--- config.mk ---
export PLATFORM = sky130hd
export DESIGN_NAME = vga_plot_arbiter_flat
export DESIGN_NICKNAME = d
export VERILOG_FILES = /design/src/rtl/vga_plot_arbiter_if.sv /design/src/rtl/vga_plot_arbiter.sv /design/src/flat_wrapper.sv
export SDC_FILE = /design/constraint.sdc
export NUM_CORES = 1
export LEC_CHECK = 0
export CORE_UTILIZATION = 40
export CTS_CLUSTER_DIAMETER = 120
export DETAILED_ROUTE_END_ITERATION = 12
export PLACE_DENSITY = 0.72
export SLEW_MARGIN = 25
export SYNTH_ARGS = -nofsm -noshare
export SYNTH_HDL_FRONTEND = slang
export SYNTH_SLANG_ARGS = --single-unit
--- constraint.sdc ---
create_clock -name clk -period 7.1 [get_ports clk]
set_input_delay 2.13 -clock clk [delete_from_list [all_inputs] [get_ports clk]]
set_output_delay 2.13 -clock clk [all_outputs]
set_load 0.005 [all_outputs]
--- src/rtl/vga_plot_arbiter_if.sv ---
// vga_plot_arbiter_if: bundle of requester-side job signals and pixel-side
// write signals for vga_plot_arbiter.
//   req/req_x/req_y/req_w/req_h/req_colour : packed per-requester job fields
//   ack/done                                : one-hot per-requester pulses
//   busy                                    : arbiter drawing or finishing
//   x/y/colour/plot                         : pixel write to the VGA adapter
// slave modport is the arbiter's view, master modport the requesters'/sink view.
interface vga_plot_arbiter_if #(
    parameter int NUM_REQ = 4
);
    logic [NUM_REQ-1:0]   req;
    logic [8*NUM_REQ-1:0] req_x;
    logic [7*NUM_REQ-1:0] req_y;
    logic [4*NUM_REQ-1:0] req_w;
    logic [4*NUM_REQ-1:0] req_h;
    logic [3*NUM_REQ-1:0] req_colour;
    logic [NUM_REQ-1:0]   ack;
    logic [NUM_REQ-1:0]   done;
    logic                 busy;
    logic [7:0]           x;
    logic [6:0]           y;
    logic [2:0]           colour;
    logic                 plot;

    modport slave (
        input  req, req_x, req_y, req_w, req_h, req_colour,
        output ack, done, busy, x, y, colour, plot
    );

    modport master (
        output req, req_x, req_y, req_w, req_h, req_colour,
        input  ack, done, busy, x, y, colour, plot
    );
endinterface

--- src/rtl/vga_plot_arbiter.sv ---
// vga_plot_arbiter: round-robin arbiter that rasterises solid-colour rectangle
// jobs into one pixel write per clock for the VGA adapter.
//   clk    : system clock
//   reset  : synchronous, active-high
//   bus    : vga_plot_arbiter_if slave modport (job requests in, pixels out)
// Optional feature macro: PLOT_ARB_CLIP_EN -- when defined, pixels whose
// unwrapped x sum >= 160 or y sum >= 120 are issued with plot = 0; otherwise
// coordinates wrap modulo 256/128 and every pixel is plotted.
module vga_plot_arbiter #(
    parameter int NUM_REQ = 4
) (
    input logic               clk,
    input logic               reset,
    vga_plot_arbiter_if.slave bus
);
    localparam int PW = (NUM_REQ > 1) ? $clog2(NUM_REQ) : 1;

    typedef enum logic [1:0] {IDLE, DRAW, DONE} state_t;

    state_t             state_q, state_d;
    logic [PW-1:0]      ptr_q, ptr_d;
    logic [PW-1:0]      win_q, win_d;
    logic [3:0]         cx_q, cx_d, cy_q, cy_d;
    logic [3:0]         lw_q, lw_d, lh_q, lh_d;
    logic [7:0]         lx_q, lx_d;
    logic [6:0]         ly_q, ly_d;
    logic [2:0]         lcol_q, lcol_d;
    logic [NUM_REQ-1:0] ack_q, ack_d, done_q, done_d;
    logic               busy_q, busy_d, plot_q, plot_d;
    logic [7:0]         x_q, x_d;
    logic [6:0]         y_q, y_d;
    logic [2:0]         col_q, col_d;

    // Round-robin search: first set req bit at or above ptr, wrapping.
    logic          found;
    logic [PW-1:0] pick, cand;

    always_comb begin
        found = 1'b0;
        pick  = '0;
        cand  = '0;
        for (int unsigned i = 0; i < NUM_REQ; i++) begin
            cand = PW'((32'(ptr_q) + i) % NUM_REQ);
            if (!found && bus.req[cand]) begin
                found = 1'b1;
                pick  = cand;
            end
        end
    end

    // Pixel generator operands, selected by the FSM below.
    logic       pix_en;
    logic [7:0] bx;
    logic [6:0] by;
    logic [3:0] pcx, pcy;
    logic [8:0] xsum;
    logic [7:0] ysum;

    always_comb begin
        state_d = state_q;
        ptr_d   = ptr_q;
        win_d   = win_q;
        cx_d    = cx_q;
        cy_d    = cy_q;
        lw_d    = lw_q;
        lh_d    = lh_q;
        lx_d    = lx_q;
        ly_d    = ly_q;
        lcol_d  = lcol_q;
        ack_d   = '0;
        done_d  = '0;
        busy_d  = 1'b0;
        plot_d  = 1'b0;
        x_d     = x_q;
        y_d     = y_q;
        col_d   = col_q;
        pix_en  = 1'b0;
        bx      = lx_q;
        by      = ly_q;
        pcx     = cx_q;
        pcy     = cy_q;

        case (state_q)
            IDLE: begin
                if (found) begin
                    win_d  = pick;
                    lx_d   = bus.req_x[8*int'(pick) +: 8];
                    ly_d   = bus.req_y[7*int'(pick) +: 7];
                    lw_d   = bus.req_w[4*int'(pick) +: 4];
                    lh_d   = bus.req_h[4*int'(pick) +: 4];
                    lcol_d = bus.req_colour[3*int'(pick) +: 3];
                    ack_d  = NUM_REQ'(1) << pick;
                    ptr_d  = (pick == PW'(NUM_REQ - 1)) ? '0 : pick + 1'b1;
                    cx_d   = '0;
                    cy_d   = '0;
                    // First pixel comes straight from the request fields so it
                    // is presented in the same cycle as ack.
                    bx     = lx_d;
                    by     = ly_d;
                    pcx    = '0;
                    pcy    = '0;
                    col_d  = lcol_d;
                    pix_en = 1'b1;
                    busy_d = 1'b1;
                    state_d = DRAW;
                end
            end
            DRAW: begin
                busy_d = 1'b1;
                if (cx_q == lw_q && cy_q == lh_q) begin
                    done_d  = NUM_REQ'(1) << win_q;
                    state_d = DONE;
                end else begin
                    if (cx_q == lw_q) begin
                        cx_d = '0;
                        cy_d = cy_q + 4'd1;
                    end else begin
                        cx_d = cx_q + 4'd1;
                    end
                    pcx    = cx_d;
                    pcy    = cy_d;
                    pix_en = 1'b1;
                end
            end
            DONE: state_d = IDLE;
            default: state_d = IDLE;
        endcase

        xsum = {1'b0, bx} + {5'b0, pcx};
        ysum = {1'b0, by} + {4'b0, pcy};
        if (pix_en) begin
            x_d = xsum[7:0];
            y_d = ysum[6:0];
`ifdef PLOT_ARB_CLIP_EN
            plot_d = (xsum < 9'd160) && (ysum < 8'd120);
`else
            plot_d = 1'b1;
`endif
        end
    end

    always_ff @(posedge clk) begin
        if (reset) begin
            state_q <= IDLE;
            ptr_q   <= '0;
            win_q   <= '0;
            cx_q    <= '0;
            cy_q    <= '0;
            lw_q    <= '0;
            lh_q    <= '0;
            lx_q    <= '0;
            ly_q    <= '0;
            lcol_q  <= '0;
            ack_q   <= '0;
            done_q  <= '0;
            busy_q  <= 1'b0;
            plot_q  <= 1'b0;
            x_q     <= '0;
            y_q     <= '0;
            col_q   <= '0;
        end else begin
            state_q <= state_d;
            ptr_q   <= ptr_d;
            win_q   <= win_d;
            cx_q    <= cx_d;
            cy_q    <= cy_d;
            lw_q    <= lw_d;
            lh_q    <= lh_d;
            lx_q    <= lx_d;
            ly_q    <= ly_d;
            lcol_q  <= lcol_d;
            ack_q   <= ack_d;
            done_q  <= done_d;
            busy_q  <= busy_d;
            plot_q  <= plot_d;
            x_q     <= x_d;
            y_q     <= y_d;
            col_q   <= col_d;
        end
    end

    assign bus.ack    = ack_q;
    assign bus.done   = done_q;
    assign bus.busy   = busy_q;
    assign bus.plot   = plot_q;
    assign bus.x      = x_q;
    assign bus.y      = y_q;
    assign bus.colour = col_q;
endmodule
--- src/flat_wrapper.sv ---
// flat-port wrapper written by rule: the top's interface ports become plain ports
module vga_plot_arbiter_flat 
#(
    parameter int NUM_REQ = 4
)
  (clk, reset, bus_req, bus_req_x, bus_req_y, bus_req_w, bus_req_h, bus_req_colour, bus_ack, bus_done, bus_busy, bus_x, bus_y, bus_colour, bus_plot);
  vga_plot_arbiter_if #(.NUM_REQ(NUM_REQ)) bus_i ();
  input logic clk;
  input logic reset;
  input wire logic [$bits(bus_i.req)-1:0] bus_req;
  input wire logic [$bits(bus_i.req_x)-1:0] bus_req_x;
  input wire logic [$bits(bus_i.req_y)-1:0] bus_req_y;
  input wire logic [$bits(bus_i.req_w)-1:0] bus_req_w;
  input wire logic [$bits(bus_i.req_h)-1:0] bus_req_h;
  input wire logic [$bits(bus_i.req_colour)-1:0] bus_req_colour;
  output wire logic [$bits(bus_i.ack)-1:0] bus_ack;
  output wire logic [$bits(bus_i.done)-1:0] bus_done;
  output wire logic [$bits(bus_i.busy)-1:0] bus_busy;
  output wire logic [$bits(bus_i.x)-1:0] bus_x;
  output wire logic [$bits(bus_i.y)-1:0] bus_y;
  output wire logic [$bits(bus_i.colour)-1:0] bus_colour;
  output wire logic [$bits(bus_i.plot)-1:0] bus_plot;
  assign bus_i.req = bus_req;
  assign bus_i.req_x = bus_req_x;
  assign bus_i.req_y = bus_req_y;
  assign bus_i.req_w = bus_req_w;
  assign bus_i.req_h = bus_req_h;
  assign bus_i.req_colour = bus_req_colour;
  assign bus_ack = bus_i.ack;
  assign bus_done = bus_i.done;
  assign bus_busy = bus_i.busy;
  assign bus_x = bus_i.x;
  assign bus_y = bus_i.y;
  assign bus_colour = bus_i.colour;
  assign bus_plot = bus_i.plot;
  vga_plot_arbiter #(.NUM_REQ(NUM_REQ)) u_core (.clk(clk), .reset(reset), .bus(bus_i));
endmodule
==> metrics.yaml <==
cells_and_area:
  drive_above_1_share: 0.0644
  fillCellCount: 848
  area_growth_pct: 42.3
  antenna_cells: 0
  multiInputGateArea_um2: 2330
  final_cell_mix: "136 x clkdlybuf4s50_1, 126 x nand2_1, 66 x nand3_1"
  final_common_cell: "clkdlybuf4s50_1"
  nets: 755
  finalInstanceArea_um2: 5400
  area.sequential_um2: 1300
die:
  pin_count: 138
  die_area_um2: 9880
  core_area_um2: 9200
  std_cell_rows: 35
  dieHeight_um: 99.4
  start_util: 0.413
  die_w_um: 99.4
pwr:
  power.density_nw_per_um2: 341
  vdd_drop_max_uv: 131
  leakage_nw: 2.23
  p_total_mw: 1.84
worst_setup_path:
  cp-end-kind: "flip-flop"
  cp_data_arrival_time_ps: 5920
  start_kind: "input pin"
  worstPathMaxFanout: 46
  crit_type: "input pin to flip-flop"
  required_ps: 7350
global_routing:
  met1_usage: 0.279
  grt_max_degree: 50
  grt_pass1_vias: 4016
  grt_pass1_wl_um: 18500
  grt_remaining_overflow: 0
  grtUsageMet2: 0.421
  use_met3: 0.0401
  top_usage_layer: "met2"
  grt_usage: 0.234
  antenna_found_initial: 0
sta:
  finalCritPeriodShare: 0.800
  clock-skew-final_ps: 8.70
  hold_viol: 0
  relSlewSlack: 0.399
  setup_viol: 0
  fin_setup_tns_ps: 0
  rsz0062_at_grt: "no"
  drv_slew: 0
  timing.final.crit_period_ps: 5680
  fmax_mhz: 176
  worst_slew_pin_slew_ps: 902
synthesis:
  ys_warn_count: 0
  synth.distinct_cells: 65
  syn_nets: 633
  syn_inst: 510
  yosys_most_used_dff: "dfxtp_1"
  synth-edff-count: 0
  async_reset_ff_frac: 0
  synth_area_per_cell_um2: 7.44
  syn_area_um2: 3800
  yosysSeqAreaShare: 0.343
  ys_seq_elements: 65
clock_tree:
  cts.clk_slew.worst_paths_ps: 70
  postCtsHoldBufs: 0
  cts_sinks: 65
  cts_setup_buffers: 0
  clk_latency_ps: 350
  ctsHtreeMaxLevel: 3
  cts_tree: "done"
  clock_path_buffers: 2
  cts-resized-gates: 0
  numCtsBuffers: 9
  cts-root-buf: "clkbuf_8"
route:
  viasPerCell: 5.48
  first_iter_violations: 149
  drc: 0
  wl_per_cell_um: 15.0
  antenna_left: 0
  routed_wl_um: 11200
  vias: 4101
  firstDrtPassIters: 5
run:
  maxCapViolations: 0
placement:
  place_area_um2: 5210
  routabilityCongestion: 0.954
  io_buffers: 137
  hpwl_um: 8460
outcome:
  status: "complete, no violations"
hold_path:
  hold_class: "flip-flop to flip-flop"
-- metrics by stage --
stage                     hold slack [ps]   util  cells  worst slack, ps
after floorplan                       430      -    510             2330
final                                 454  0.587    748             1420
after global placement                446  0.566    732             1320
after detailed placement              446  0.566    732             1160
after CTS                             454  0.587    748             1490
after global routing                  472  0.587    748             1130
-- power breakdown --
| group | total [mW] | internal, mW | switching [mW] |
|---|---|---|---|
| clock | 0.313 | 0.170 | 0.143 |
| sequential | 0.543 | 0.475 | 0.0680 |
| combinational | 0.988 | 0.422 | 0.565 |
-- routing by layer --
metal | share of wire | vias to the layer above
li1 | - | 2034
met1 | 0.44 | 1903
met2 | 0.48 | 145
met3 | 0.061 | 19
met4 | 0.020 | 0
met5 | 0 | -
-- synthesized netlist by cell type (3+ instances only) --
cell | n | share of area
a21oi_1 | 41 | 0.054
nand2_1 | 126 | 0.12
nor4_1 | 6 | 0.0099
o21ai_0 | 15 | 0.020
nor3_1 | 10 | 0.013
a21o_1 | 7 | 0.014
inv_1 | 8 | 0.0079
a211oi_1 | 8 | 0.016
clkbuf_1 | 20 | 0.020
nor2b_1 | 6 | 0.0099
buf_1 | 3 | 0.0030
nor2_1 | 26 | 0.026
xnor2_1 | 9 | 0.021
and2_1 | 9 | 0.015
and3_1 | 5 | 0.0082
nand3_1 | 66 | 0.087
xor2_1 | 4 | 0.0092
ha_1 | 11 | 0.036
dfxtp_1 | 65 | 0.34
buf_2 | 5 | 0.0066
-- logic make-up after synthesis --
group / count (synthesis) / share of synthesized area
mux: 6 / 0.0181
compound gates: 100 / 0.179
simple gates: 273 / 0.338
buf+inv: 40 / 0.0448
fa+ha+maj: 13 / 0.0468
flops: 65 / 0.343
xor+xnor: 13 / 0.0300
-- sequential cells by signal (all words and copies together) (netlist names), 3 cells and up --
name / count
u_core.cx_q: 4
u_core.cy_q: 4
u_core.lh_q: 4
u_core.lx_q: 8
u_core.bus.ack: 4
u_core.lw_q: 4
u_core.bus.y: 7
u_core.bus.x: 8
u_core.ly_q: 7
u_core.bus.colour: 3
u_core.bus.done: 4
-- area by class of cell --
cell class	count	share of cell area
Clock buffer	11	0.0262
Clock inverter	5	0.0102
Inverter	10	0.00741
Multi-Input combinational cell	405	0.431
Sequential cell	65	0.241
Tap cell	111	0.0257
Timing Repair Buffer	141	0.258
-- path summary, 6_finish.rpt --
check             depth (start not counted)            startpoint              endpoint  slack [ps]
setup / recovery                         17            bus_req[2]       u_core.bus.y[6]        1420
hold / removal                            2  u_core.bus.colour[1]  u_core.bus.colour[1]         450
setup reg to reg                         14       u_core.ptr_q[1]       u_core.bus.x[4]        3350
hold reg to reg                           2  u_core.bus.colour[1]  u_core.bus.colour[1]         450
-- worst max-delay path, cell delays in order --
cell             delay [ps]
clkdlybuf4s50_1         510
nor2b_1                 320
a211o_1                 410
nand2_8                 240
inv_4                   440
nand2_1                 110
nand3_1                 100
nand3_1                 100
nand2_1                 120
ha_1                    170
inv_1                    60
fa_1                    400
inv_1                    70
a21o_1                  110
a21oi_1                 110
o31a_1                  260
o31ai_1                 230
No activity file was read; power rests on OpenSTA's default activity.
